### src/rtl/fabric_config_loader_pkg.sv
// fabric_config_pkg: shared constants and FSM state type for the fabric configuration loader
package fabric_config_pkg;
    localparam int NUM_LUT_GRP = 6;
    localparam int NUM_SB_GRP  = 3;
    localparam int WORD_W      = 32;
    localparam int IMAGE_WORDS = 2 * NUM_LUT_GRP + NUM_SB_GRP + 1;
    localparam logic [3:0] GRP_ADD0 = 4'd0;
    localparam logic [3:0] GRP_ADD1 = 4'd1;
    localparam logic [3:0] GRP_ADDC = 4'd2;
    localparam logic [3:0] GRP_MUX  = 4'd3;
    localparam logic [3:0] GRP_MUXS = 4'd4;
    localparam logic [3:0] GRP_REGC = 4'd5;
    localparam logic [3:0] SB_0     = 4'd0;
    localparam logic [3:0] SB_12    = 4'd1;
    localparam logic [3:0] SB_3     = 4'd2;
    typedef enum logic [2:0] {IDLE, LUT_WORD, MUX_WORD, SB_WORD, CHECK, DONE, ERROR} state_e;
endpackage

### src/rtl/fabric_config_loader_if.sv
// fabric_config_loader_if: host word stream plus fabric group write bus
interface fabric_config_loader_if;
    import fabric_config_pkg::*;
    logic              start, in_valid, in_ready;
    logic [WORD_W-1:0] in_data;
    logic [3:0]        cfg_sel;
    logic [WORD_W:0]   cfg_lut_data;
    logic              cfg_lut_we, cfg_sb_we;
    logic [15:0]       cfg_sb_data;
    logic              fabric_en, busy, done, error;
    modport master (output start, in_data, in_valid,
                    input in_ready, cfg_sel, cfg_lut_data, cfg_lut_we, cfg_sb_data, cfg_sb_we,
                          fabric_en, busy, done, error);
    modport slave  (input start, in_data, in_valid,
                    output in_ready, cfg_sel, cfg_lut_data, cfg_lut_we, cfg_sb_data, cfg_sb_we,
                           fabric_en, busy, done, error);
endinterface

### src/rtl/fabric_config_loader_cfg_xor_accum.sv
// cfg_xor_accum: clearable XOR accumulator with registered output
module cfg_xor_accum #(
    parameter int WORD_W = 32
) (
    input  logic              clock_i,
    input  logic              reset_n_i,
    input  logic              clr_i,
    input  logic              en_i,
    input  logic [WORD_W-1:0] d_i,
    output logic [WORD_W-1:0] q_o
);
    logic [WORD_W-1:0] acc_q;
    always_ff @(posedge clock_i or negedge reset_n_i) begin
        if (!reset_n_i) acc_q <= '0;
        else if (clr_i) acc_q <= '0;
        else if (en_i) acc_q <= acc_q ^ d_i;
    end
    assign q_o = acc_q;
endmodule

### src/rtl/fabric_config_loader.sv
// fabric_config_loader: streams a 16-word image into fabric LUT/SB groups,
// verifies the XOR checksum and releases the fabric on success
module fabric_config_loader
    import fabric_config_pkg::*;
(
    input logic clock_i,
    input logic reset_n_i,
    fabric_config_loader_if.slave bus
);
    state_e            state_q, state_d;
    logic [3:0]        grp_q, grp_d, sel_q, sel_d;
    logic [WORD_W-1:0] lut_buf_q, lut_buf_d, chk;
    logic [WORD_W:0]   lut_data_q, lut_data_d;
    logic [15:0]       sb_data_q, sb_data_d;
    logic              lut_we_q, lut_we_d, sb_we_q, sb_we_d;
    logic              en_q, en_d, done_q, done_d, err_q, err_d;
    logic              chk_clr, chk_en, xfer, lut_last, sb_last;

    assign bus.in_ready = state_q inside {LUT_WORD, MUX_WORD, SB_WORD, CHECK};
    assign xfer         = bus.in_valid && bus.in_ready;
    assign lut_last     = grp_q == 4'(NUM_LUT_GRP - 1);
    assign sb_last      = grp_q == 4'(NUM_SB_GRP - 1);

    cfg_xor_accum #(.WORD_W(WORD_W)) u_chk (
        .clock_i(clock_i), .reset_n_i(reset_n_i), .clr_i(chk_clr), .en_i(chk_en),
        .d_i(bus.in_data), .q_o(chk)
    );

    always_comb begin
        state_d = state_q; grp_d = grp_q; lut_buf_d = lut_buf_q;
        sel_d = sel_q; lut_data_d = lut_data_q; sb_data_d = sb_data_q;
        lut_we_d = 1'b0; sb_we_d = 1'b0;
        en_d = en_q; done_d = done_q; err_d = err_q;
        chk_clr = 1'b0; chk_en = 1'b0;
        case (state_q)
            IDLE, DONE, ERROR: if (bus.start) begin
                state_d = LUT_WORD; grp_d = '0; chk_clr = 1'b1;
                en_d = 1'b0; done_d = 1'b0; err_d = 1'b0;
            end
            LUT_WORD: if (xfer) begin
                lut_buf_d = bus.in_data; chk_en = 1'b1; state_d = MUX_WORD;
            end
            MUX_WORD: if (xfer) begin
                chk_en = 1'b1; lut_we_d = 1'b1; sel_d = grp_q;
                lut_data_d = {bus.in_data[0], lut_buf_q};
                grp_d = lut_last ? 4'd0 : grp_q + 4'd1;
                state_d = lut_last ? SB_WORD : LUT_WORD;
            end
            SB_WORD: if (xfer) begin
                chk_en = 1'b1; sb_we_d = 1'b1; sel_d = grp_q;
                sb_data_d = bus.in_data[15:0];
                grp_d = sb_last ? 4'd0 : grp_q + 4'd1;
                state_d = sb_last ? CHECK : SB_WORD;
            end
            CHECK: if (xfer) begin
                done_d = bus.in_data == chk;
                err_d = bus.in_data != chk;
                en_d = bus.in_data == chk;
                state_d = bus.in_data == chk ? DONE : ERROR;
            end
            default: state_d = IDLE;
        endcase
    end

    always_ff @(posedge clock_i or negedge reset_n_i) begin
        if (!reset_n_i) begin
            state_q <= IDLE; grp_q <= '0; lut_buf_q <= '0;
            sel_q <= '0; lut_data_q <= '0; sb_data_q <= '0;
            lut_we_q <= 1'b0; sb_we_q <= 1'b0;
            en_q <= 1'b0; done_q <= 1'b0; err_q <= 1'b0;
        end else begin
            state_q <= state_d; grp_q <= grp_d; lut_buf_q <= lut_buf_d;
            sel_q <= sel_d; lut_data_q <= lut_data_d; sb_data_q <= sb_data_d;
            lut_we_q <= lut_we_d; sb_we_q <= sb_we_d;
            en_q <= en_d; done_q <= done_d; err_q <= err_d;
        end
    end

    assign bus.cfg_sel      = sel_q;
    assign bus.cfg_lut_data = lut_data_q;
    assign bus.cfg_lut_we   = lut_we_q;
    assign bus.cfg_sb_data  = sb_data_q;
    assign bus.cfg_sb_we    = sb_we_q;
    assign bus.fabric_en    = en_q;
    assign bus.busy         = bus.in_ready;
    assign bus.done         = done_q;
    assign bus.error        = err_q;
endmodule

### src/flat_wrapper.sv
// flat-port wrapper written by rule: the top's interface ports become plain ports
module fabric_config_loader_flat import fabric_config_pkg::*;
  (clock_i, reset_n_i, bus_start, bus_in_data, bus_in_valid, bus_in_ready, bus_cfg_sel, bus_cfg_lut_data, bus_cfg_lut_we, bus_cfg_sb_data, bus_cfg_sb_we, bus_fabric_en, bus_busy, bus_done, bus_error);
  fabric_config_loader_if bus_i ();
  input logic clock_i;
  input logic reset_n_i;
  input wire logic [$bits(bus_i.start)-1:0] bus_start;
  input wire logic [$bits(bus_i.in_data)-1:0] bus_in_data;
  input wire logic [$bits(bus_i.in_valid)-1:0] bus_in_valid;
  output wire logic [$bits(bus_i.in_ready)-1:0] bus_in_ready;
  output wire logic [$bits(bus_i.cfg_sel)-1:0] bus_cfg_sel;
  output wire logic [$bits(bus_i.cfg_lut_data)-1:0] bus_cfg_lut_data;
  output wire logic [$bits(bus_i.cfg_lut_we)-1:0] bus_cfg_lut_we;
  output wire logic [$bits(bus_i.cfg_sb_data)-1:0] bus_cfg_sb_data;
  output wire logic [$bits(bus_i.cfg_sb_we)-1:0] bus_cfg_sb_we;
  output wire logic [$bits(bus_i.fabric_en)-1:0] bus_fabric_en;
  output wire logic [$bits(bus_i.busy)-1:0] bus_busy;
  output wire logic [$bits(bus_i.done)-1:0] bus_done;
  output wire logic [$bits(bus_i.error)-1:0] bus_error;
  assign bus_i.start = bus_start;
  assign bus_i.in_data = bus_in_data;
  assign bus_i.in_valid = bus_in_valid;
  assign bus_in_ready = bus_i.in_ready;
  assign bus_cfg_sel = bus_i.cfg_sel;
  assign bus_cfg_lut_data = bus_i.cfg_lut_data;
  assign bus_cfg_lut_we = bus_i.cfg_lut_we;
  assign bus_cfg_sb_data = bus_i.cfg_sb_data;
  assign bus_cfg_sb_we = bus_i.cfg_sb_we;
  assign bus_fabric_en = bus_i.fabric_en;
  assign bus_busy = bus_i.busy;
  assign bus_done = bus_i.done;
  assign bus_error = bus_i.error;
  fabric_config_loader u_core (.clock_i(clock_i), .reset_n_i(reset_n_i), .bus(bus_i));
endmodule
### config.mk
export PLATFORM = sky130hd
export DESIGN_NAME = fabric_config_loader_flat
export DESIGN_NICKNAME = d
export VERILOG_FILES = /design/src/rtl/fabric_config_loader_pkg.sv /design/src/rtl/fabric_config_loader_if.sv /design/src/rtl/fabric_config_loader_cfg_xor_accum.sv /design/src/rtl/fabric_config_loader.sv /design/src/flat_wrapper.sv
export SDC_FILE = /design/constraint.sdc
export NUM_CORES = 1
export LEC_CHECK = 0
export CAP_MARGIN = 20
export CORE_MARGIN = 3
export CORE_UTILIZATION = 48
export CTS_CLUSTER_SIZE = 14
export DETAILED_ROUTE_END_ITERATION = 6
export PLACE_DENSITY = 0.74
export SYNTH_ARGS = -nofsm -noshare
export SYNTH_HDL_FRONTEND = slang
export SYNTH_SLANG_ARGS = --single-unit
### constraint.sdc
create_clock -name clock_i -period 1.5 [get_ports clock_i]
set_input_delay 0.3 -clock clock_i [delete_from_list [all_inputs] [get_ports clock_i]]
set_output_delay 0.3 -clock clock_i [all_outputs]
set_load 0.02 [all_outputs]
==> impl_metrics.ini, run 1 <==
[hold_path]
min_path_cells = 2
min_from = bus_in_data[14]
hold_class = in2reg
min_to = u_core.bus.cfg_sb_data[14]

[layout]
syn_to_final_growth_pct = 62.79
nets = 678
fillerInstances = 599
utilization = 0.8089
diodes = 0
layout-drive-gt1-share = 0.5122

[pwr]
power_density_nw_per_um2 = 2362
vdd_ir_drop_max_v = 0.001332
clkPwrFrac = 0.188
seq_power_share = 0.293
power_frac_comb = 0.519
p_leak_nw = 4.296
p_sw_frac = 0.3656
p_sw_w = 0.008078
p_int_w = 0.01402

[run]
maxCapViolCount = 0

[worst_setup_path]
cpMostUsedCell = buf_6
r2r-start = u_core.state_q[2]
crit_arrival_ns = 2.05
cp-start-kind = flip-flop
critPathMaxStageDelay_ns = 0.46
rr_endpoint = u_core.u_chk.q_o[13]
crit_type = reg2reg
reg2reg_depth = 8
rrSetupSlack_ns = -0.24
critPathLaunch = u_core.state_q[2]
critPathRequiredTime_ns = 1.80
crit_chain = nand2b_4 -> buf_6 -> nor2_4 -> buf_8 -> buf_6 -> nand2_2 -> xor2_1 -> nor2_1
cpMaxStageDelayCell = dfrtp_2
worstSetupEndpointType = flip-flop
crit_fanout = 8

[synth]
synthArstFlopShare = 1.000
synth.avg_cell_area_sq_um = 12.83
synth_commonest_cells = dfrtp_1 (128), mux2_2 (86), nand2_1 (39), nor2_1 (39)
yosysMostFrequentCell = dfrtp_1
syn_nets = 484
synth_cells = 448
synth_edf_count = 0
synth_cell_types = 47
syn-cell-area_sq_um = 5747
synthTopCellsByArea = dfrtp_1 (56%), mux2_2 (17%), xnor2_1 (5.0%), xor2_1 (5.0%), nand2_1 (2.5%)
yosys_most_used_dff = dfrtp_1
synth_top_area_frac = 0.5574
ys_warn_count = 0
yosysTopAreaCell = dfrtp_1
ys_seq_elements = 128
ys_seq_area_frac = 0.5574

[sta]
slew_headroom = 0.7130
setup_violations = 124
period_needed_ns = 1.742
setup_ws_ns = -0.2421
hold_viol = 0
setup_tns_ns = -18.87
fin_skew_ns = 0.009399
period_share = 1.161
slew_viol_final = 0
tightest_slew_ns = 0.4196
fmax_mhz = 574.0
rsz0062_at_grt = yes

[clock_network]
htree_levels = 4
insertion_delay_ns = 0.42
cts_buffers = 17
clkTransAtPathRegs_ns = 0.06
root_buffer = clkbuf_16
cts_buffer_depth = 2
cts.sinks = 128
cts_tree = done

[floorplanning]
initial_utilization = 0.4969
placementRows = 39
coreArea_sq_um = 11560
die_h_um = 115.4
ios = 96
die_w_um = 115.4
dieArea_sq_um = 13320

[detailed_routing]
viasPerCell = 5.552
firstDrtPassIters = 5
drtIter0Drc = 325
num_vias = 4425
drc = 0
wire_per_inst_um = 23.16
routed_wl_um = 18460
antenna_left = 0

[grt]
grt_pass1_vias = 4538
grt_overflow = 0
grt_pass1_wl_um = 24540
grt_use_total = 0.2449
antenna_found_initial = 0
grt_max_degree = 38

[placement]
hpwl_um = 8903
portBuffers = 95
pre_cts_slack_ns = -0.6883
place.gp.congestion = 0.8227

[status]
violations = negative setup slack
status = complete, but fails checks
what timing repair did:
action / in CTS / in global routing
endpoints found under the setup margin: 181 / 129
pin swaps: 21 / 51
hold buffers: 1 / 0
hold endpoints to repair: 22 / 0
gates resized for setup: 182 / 154
cloned: 7 / 6
buffers inserted: 14 / 16
critical path, delay by kind of cell, from the launching register on:
kind / cells / cell delay, ns
AND/OR/NAND/NOR: 4 / 0.56
XOR/XNOR: 1 / 0.16
flip-flops: 1 / 0.46
buffers and inverters: 3 / 0.43
layer usage:
metal  wire length (um)  share of wire  GRT usage
met2               9713           0.53     0.4201
met3                954          0.052    0.05170
met5                  0              0          0
met4                638          0.035    0.09937
met1               7155           0.39     0.3029
worst max-delay path by stage:
stage | to | slack (ns) | depth (start not counted)
floorplan | u_core.lut_buf_q[10] | -0.05 | 5
global placement | u_core.state_q[1] | -0.67 | 7
detailed placement | u_core.state_q[1] | -0.69 | 7
CTS | u_core.bus.cfg_sb_data[2] | -0.19 | 7
global route | u_core.u_chk.q_o[6] | -0.29 | 7
finish | u_core.u_chk.q_o[13] | -0.24 | 8
power by group through the flow:
stage / Sequential (W) / Combinational [W] / Clock, W
2_1_floorplan: 0.00700 / 0.00398 / 0
3_5_place_dp: 0.00625 / 0.00823 / 0
3_3_place_gp: 0.00615 / 0.00801 / 0
5_1_grt: 0.00665 / 0.0120 / 0.00436
6_report: 0.00648 / 0.0115 / 0.00415
4_1_cts: 0.00627 / 0.00934 / 0.00416
flip-flops by register name, summed over array words and instances (netlist names), 3 cells and up:
register                 cells
u_core.bus.cfg_sel           4
u_core.bus.cfg_sb_data      16
u_core.bus.cfg_lut_data     33
u_core.u_chk.q_o            32
u_core.lut_buf_q            32
u_core.state_q               3
u_core.grp_q                 4
stage by stage:
| stage | area [sq um] | power (W) | cells | hold WS [ns] |
|---|---|---|---|---|
| after global placement | 7326 | 0.01416 | 731 | 0.2497 |
| after global routing | 9355 | 0.02304 | 797 | 0.3429 |
| after floorplan | 5788 | 0.01098 | 448 | 0.004409 |
| final | 9355 | 0.02210 | 797 | 0.3293 |
| after CTS | 8542 | 0.01976 | 783 | 0.3614 |
| after detailed placement | 7326 | 0.01448 | 731 | 0.2563 |
cell type report:
class                           count  area, sq um  share of cell area
Clock buffer                       26        519.2             0.05550
Clock inverter                      5        75.07            0.008025
Inverter                            2        7.507           0.0008025
Multi-Input combinational cell    293         3344              0.3575
Sequential cell                   128         3208              0.3429
Tap cell                          143        178.9             0.01913
Timing Repair Buffer              200         2022              0.2161
cells by family (layout without fill, tap and decap cells):
kind of cell | after synthesis | after routing | share of synthesized area
buffers and inverters | 27 | 233 | 0.03440
AO/OA/AOI/OAI | 30 | 30 | 0.03593
AND/OR/NAND/NOR | 111 | 111 | 0.1032
XOR/XNOR | 66 | 66 | 0.1006
multiplexers | 86 | 86 | 0.1685
flip-flops | 128 | 128 | 0.5574
layout by cell type (no fill, tap or decap), types with 8 or more instances in the layout:
| master | count |
|---|---|
| buf_12 | 13 |
| buf_4 | 67 |
| buf_6 | 13 |
| clkbuf_16 | 22 |
| clkdlybuf4s50_1 | 29 |
| dfrtp_1 | 124 |
| dlygate4sd2_1 | 59 |
| mux2_2 | 16 |
| mux2_4 | 70 |
| nand2_1 | 21 |
| nand2_4 | 11 |
| nand4_1 | 8 |
| nor2_1 | 11 |
| nor2_2 | 10 |
| nor2_4 | 19 |
| xnor2_1 | 22 |
| xnor2_2 | 11 |
| xor2_1 | 9 |
| xor2_2 | 18 |
(Power assumes the default switching activity.)
==> inputs of run 2 (changes only) <==
Settings changed: CORE_MARGIN 3 to unset, CORE_UTILIZATION 48 to 41, PLACE_DENSITY 0.74 to 0.65.
==> run 2 against run 1 <==
Effect of this change:
- the flow still finishes with violations (negative setup slack)
- wire length decreased by 16%
- power decreased by 2.3%
- global-route usage decreased by 5.0 points
- clock power grew 5.8%
- design area fell by 1.6%
- core utilization is 12 points lower
- count of clock-buffer cells in the layout fell by 8
- fmax is 1.3% lower
- sequential power shrank 2%
- first-iteration DRC count is 34% lower
- combinational power is 5% lower
- critical path type unchanged
- largest power group unchanged
==> impl_metrics.ini, run 2 (synthesis gave the netlist of run 1 again) <==
[sta]
slew_viol_final = 0
period_share = 1.177
setup_ws_ns = -0.2649
tightest_slew_ns = 0.3659
setup_violations = 124
hold_viol = 0
period_needed_ns = 1.765
rsz0062_at_grt = yes
fin_skew_ns = 0.008890
slew_headroom = 0.7498
fmax_mhz = 566.6

[worst_setup_path]
crit_family = buffers and inverters
crit_type = reg2reg
worstSetupEndpointType = flip-flop
crit_fanout = 8
critPathRequiredTime_ns = 1.81
crit_arrival_ns = 2.07
cp-start-kind = flip-flop
critPathMaxStageDelay_ns = 0.44
cpMaxStageDelayCell = dfrtp_2
cpMostUsedCell = buf_6
crit_chain = buf_6 -> nand2b_4 -> nor3b_4 -> buf_6 -> clkbuf_16 -> mux2_4
path_buf_inv = 3

[grt]
grt_max_degree = 39
grt_overflow = 0
antenna_found_initial = 0
grt_use_total = 0.1947
grt_pass1_wl_um = 21220
grt_pass1_vias = 4121

[floorplanning]
coreArea_sq_um = 13450
die_h_um = 120.4
dieArea_sq_um = 14490
die_w_um = 120.4
initial_utilization = 0.4272
ios = 96
placementRows = 42

[status]
status = complete, but fails checks
violations = negative setup slack

[detailed_routing]
drtIter0Drc = 214
antenna_left = 0
wl_met1_um = 6853
firstDrtPassIters = 4
drc = 0
wl_met3_um = 688
routed_wl_um = 15490
highest_layer = met4
num_vias = 4185
viasPerCell = 5.079
wire_per_inst_um = 18.79
met2_length_um = 7635

[layout]
layout_commonest_cell = dfrtp_1
layout-drive-gt1-share = 0.4738
largest_reg_flops = 33
diodes = 0
nets = 671
syn_to_final_growth_pct = 60.24
final-seq-area_sq_um = 3206
multi_input_area_sq_um = 3146
fillerInstances = 925
final_cell_mix = dfrtp_1 (126), mux2_4 (66), dlygate4sd2_1 (60), buf_4 (60), nand2_1 (38)
instances_no_fill = 824

[clock_network]
cts_buffer_depth = 2
cts_buffers = 17
insertion_delay_ns = 0.42
cts_tree = done
htree_levels = 4
clkTransAtPathRegs_ns = 0.06
cts.sinks = 128
root_buffer = clkbuf_16

[placement]
hpwl_um = 8536
pre_cts_slack_ns = -0.7307
place.gp.congestion = 0.8108
portBuffers = 95
numPlacedInstances = 759

[pwr]
p_leak_nw = 4.219
power_w = 0.02158
power_density_nw_per_um2 = 2343
vdd_ir_drop_max_v = 0.0009317

[run]
maxCapViolCount = 0

[hold_path]
hold_class = in2reg
run 2: cell count changes in the layout (fill, tap and decap cells not counted), sizes merged, moves of 2 or more:
cell	change
bufinv	+2
dlymetal6s2s	+3
clkinvlp	+3
clkdlybuf4s50	-3
clkbuf	-4
clkinv	+3
buf	-11
run 2: cell type report:
type	count	area share
Sequential cell	128	0.3481
Multi-Input combinational cell	293	0.3416
Timing Repair Buffer	193	0.2174
Clock buffer	18	0.04769
Tap cell	176	0.02391
Clock inverter	14	0.02052
Inverter	2	0.0008152
run 2: per-layer routing:
| metal | GRT usage | vias to the layer above |
|---|---|---|
| met4 | 0.08333 | 0 |
| li1 | - | 1893 |
| met2 | 0.3100 | 101 |
| met1 | 0.2526 | 2172 |
| met5 | 0 | - |
| met3 | 0.04811 | 19 |
run 2: per-stage QoR:
| step | util | cell area (sq um) | setup TNS (ns) | hold WS (ns) |
|---|---|---|---|---|
| 6_report | 0.6845 | 9209 | -22.64 | 0.2650 |
| 5_1_grt | 0.6845 | 9209 | -27.64 | 0.2689 |
| 4_1_cts | 0.6044 | 8130 | -10.33 | 0.3479 |
| 3_5_place_dp | 0.5470 | 7358 | -47.92 | 0.2330 |
| 3_3_place_gp | 0.5470 | 7358 | -45.47 | 0.2386 |
| 2_1_floorplan | - | 5788 | -2.381 | 0.004409 |
run 2: power by group:
group          switching [W]  total, W  internal [W]  leakage (nW)
logic                0.00481    0.0109       0.00605          2.37
registers            0.00114   0.00633       0.00519          1.55
clock network        0.00158   0.00439       0.00282         0.302
run 2: final timing paths:
check	depth (start not counted)	slack (ns)	end	from
setup / recovery	6	-0.26	u_core.lut_buf_q[25]	u_core.state_q[2]
setup reg to reg	6	-0.26	u_core.lut_buf_q[25]	u_core.state_q[2]
hold / removal	2	0.26	u_core.lut_buf_q[30]	bus_in_data[30]
min in group asynchronous	2	0.35	u_core.bus.cfg_lut_data[3]	reset_n_i
hold reg to reg	1	0.50	u_core.bus.cfg_sel[2]	u_core.bus.cfg_sel[2]
max in group asynchronous	3	0.65	u_core.state_q[2]	reset_n_i
run 2: repair_timing:
action,4_1_cts,5_1_grt
cloned,0,10
endpoints found under the hold margin,33,0
buffers inserted,2,20
endpoints found under the setup margin,181,125
hold buffers,1,0
pin swaps,14,55
gates resized for setup,116,165
==> inputs of run 3 (changes only) <==
Settings changed: SETUP_SLACK_MARGIN set to 0.05.
==> run 3 against run 2 <==
Effect of this change:
- clock skew decreased by 0.0023 ns
- fmax grew 1.6%
- core utilization grew 0.26 points
- the flow still finishes with violations (negative setup slack)
- die area is the same
- register-to-register slack better by 0.03 ns
==> impl_metrics.ini, run 3 (synthesis gave the netlist of run 1 again) <==
[status]
status = complete, but fails checks
violations = negative setup slack

[worst_setup_path]
rrSetupSlack_ns = -0.24
worstSetupEndpointType = flip-flop
r2r-start = u_core.state_q[2]
crit_arrival_ns = 2.04
crit_fanout = 7
reg2reg_depth = 6
critPathLaunch = u_core.state_q[2]
critPathRequiredTime_ns = 1.80
cp-start-kind = flip-flop
crit_type = reg2reg

[sta]
setup_ws_ns = -0.2370
slew_headroom = 0.7470
fin_skew_ns = 0.006550
tightest_slew_ns = 0.3700
period_needed_ns = 1.737
period_share = 1.158
holdWs_ns = 0.3463
hold_viol = 0
fmax_mhz = 575.7
setup_violations = 121
rsz0062_at_grt = yes
slew_viol_final = 0

[placement]
portBuffers = 95
post_dp_cell_area_sq_um = 7388
hpwl_um = 8535
place.gp.congestion = 0.8291
numPlacedInstances = 763

[layout]
final_cell_mix = dfrtp_1 (126), mux2_4 (69), buf_4 (57), dlygate4sd2_1 (50)
final-seq-area_sq_um = 3206
syn_to_final_growth_pct = 60.85
diodes = 0
fin_area_sq_um = 9244
largest_reg_flops = 33
nets = 680
layout_commonest_cell = dfrtp_1
instances_no_fill = 831
utilization = 0.6871
multi_input_area_sq_um = 3118
layout-drive-gt1-share = 0.4824
fillerInstances = 925

[floorplanning]
ios = 96
dieArea_sq_um = 14490
coreArea_sq_um = 13450
die_h_um = 120.4
die_w_um = 120.4
initial_utilization = 0.4272
placementRows = 42

[clock_network]
clkTransAtPathRegs_ns = 0.06
root_buffer = clkbuf_16
cts_buffer_depth = 2
cts_buffers = 17
htree_levels = 4
cts_tree = done
cts.sinks = 128
insertion_delay_ns = 0.42

[detailed_routing]
viasPerCell = 5.111
wire_per_inst_um = 19.40
antenna_left = 0
drtIter0Drc = 190
num_vias = 4247
routed_wl_um = 16120
firstDrtPassIters = 4
drc = 0

[grt]
antenna_found_initial = 0
grt_use_total = 0.2278
grt_pass1_wl_um = 25030
grt_overflow = 0
grt_max_degree = 58
grt_pass1_vias = 4596

[pwr]
p_leak_nw = 4.259
power_w = 0.02100
power_density_nw_per_um2 = 2272
vdd_ir_drop_max_v = 0.0009119

[hold_path]
hold_class = in2async

[run]
maxCapViolCount = 0
run 3: cell count changes in the layout (fill, tap and decap cells not counted), sizes merged, moves of 3 or more:
cell           previous run  this run
dlymetal6s2s              4         0
buf                      91       105
clkinv                    6         2
dlygate4sd2              60        50
clkdlybuf4s15             0        15
bufinv                    4         1
run 3: per-layer routing:
metal  GRT usage  part of all wire  routed length, um  up-vias
met5           0                 0                  0        -
met4     0.07716             0.018                283        0
met3     0.04528             0.047                759       24
met2      0.3872              0.50               8086      113
met1      0.2897              0.43               6988     2203
li1            -                 -                  -     1907
run 3: layout make-up:
cell class,instances,area share
Clock buffer,25,0.05360
Clock inverter,5,0.005956
Inverter,2,0.0008121
Multi-Input combinational cell,293,0.3373
Sequential cell,128,0.3468
Tap cell,176,0.02382
Timing Repair Buffer,202,0.2317
run 3: what timing repair did:
action,CTS,global route
hold buffers,1,0
hold endpoints to repair,34,0
setup buffers,21,5
gates cloned,12,6
pin swaps,52,43
endpoints found under the setup margin,181,134
gates resized for setup,233,77
run 3: final timing paths:
check,to
min reg2reg,u_core.bus.cfg_sb_data[7]
max in group asynchronous,u_core.u_chk.q_o[23]
max,u_core.bus.cfg_lut_data[21]
min in group clock_i,u_core.bus.cfg_sb_data[7]
max reg2reg,u_core.bus.cfg_lut_data[21]
min,u_core.bus.cfg_sb_data[5]
run 3: per-stage QoR:
stage               worst slack (ns)  setup TNS [ns]
floorplan                   -0.04613          -2.381
global placement             -0.7906          -51.75
detailed placement           -0.8052          -52.28
CTS                          -0.1763          -12.67
global route                 -0.2697          -22.34
finish                       -0.2370          -17.78
run 3: worst max-delay path: stages (launching register included):
cell       delay [ns]
dfrtp_2          0.47
buf_6            0.15
nor2b_4          0.14
nand2_4          0.09
nor2_8           0.23
clkbuf_16        0.23
mux2_4           0.30
run 3: power by group:
| part | total, W | switching [W] | internal (W) |
|---|---|---|---|
| Combinational | 0.0108 | 0.00476 | 0.00600 |
| Sequential | 0.00634 | 0.00115 | 0.00519 |
| Clock | 0.00389 | 0.00146 | 0.00243 |
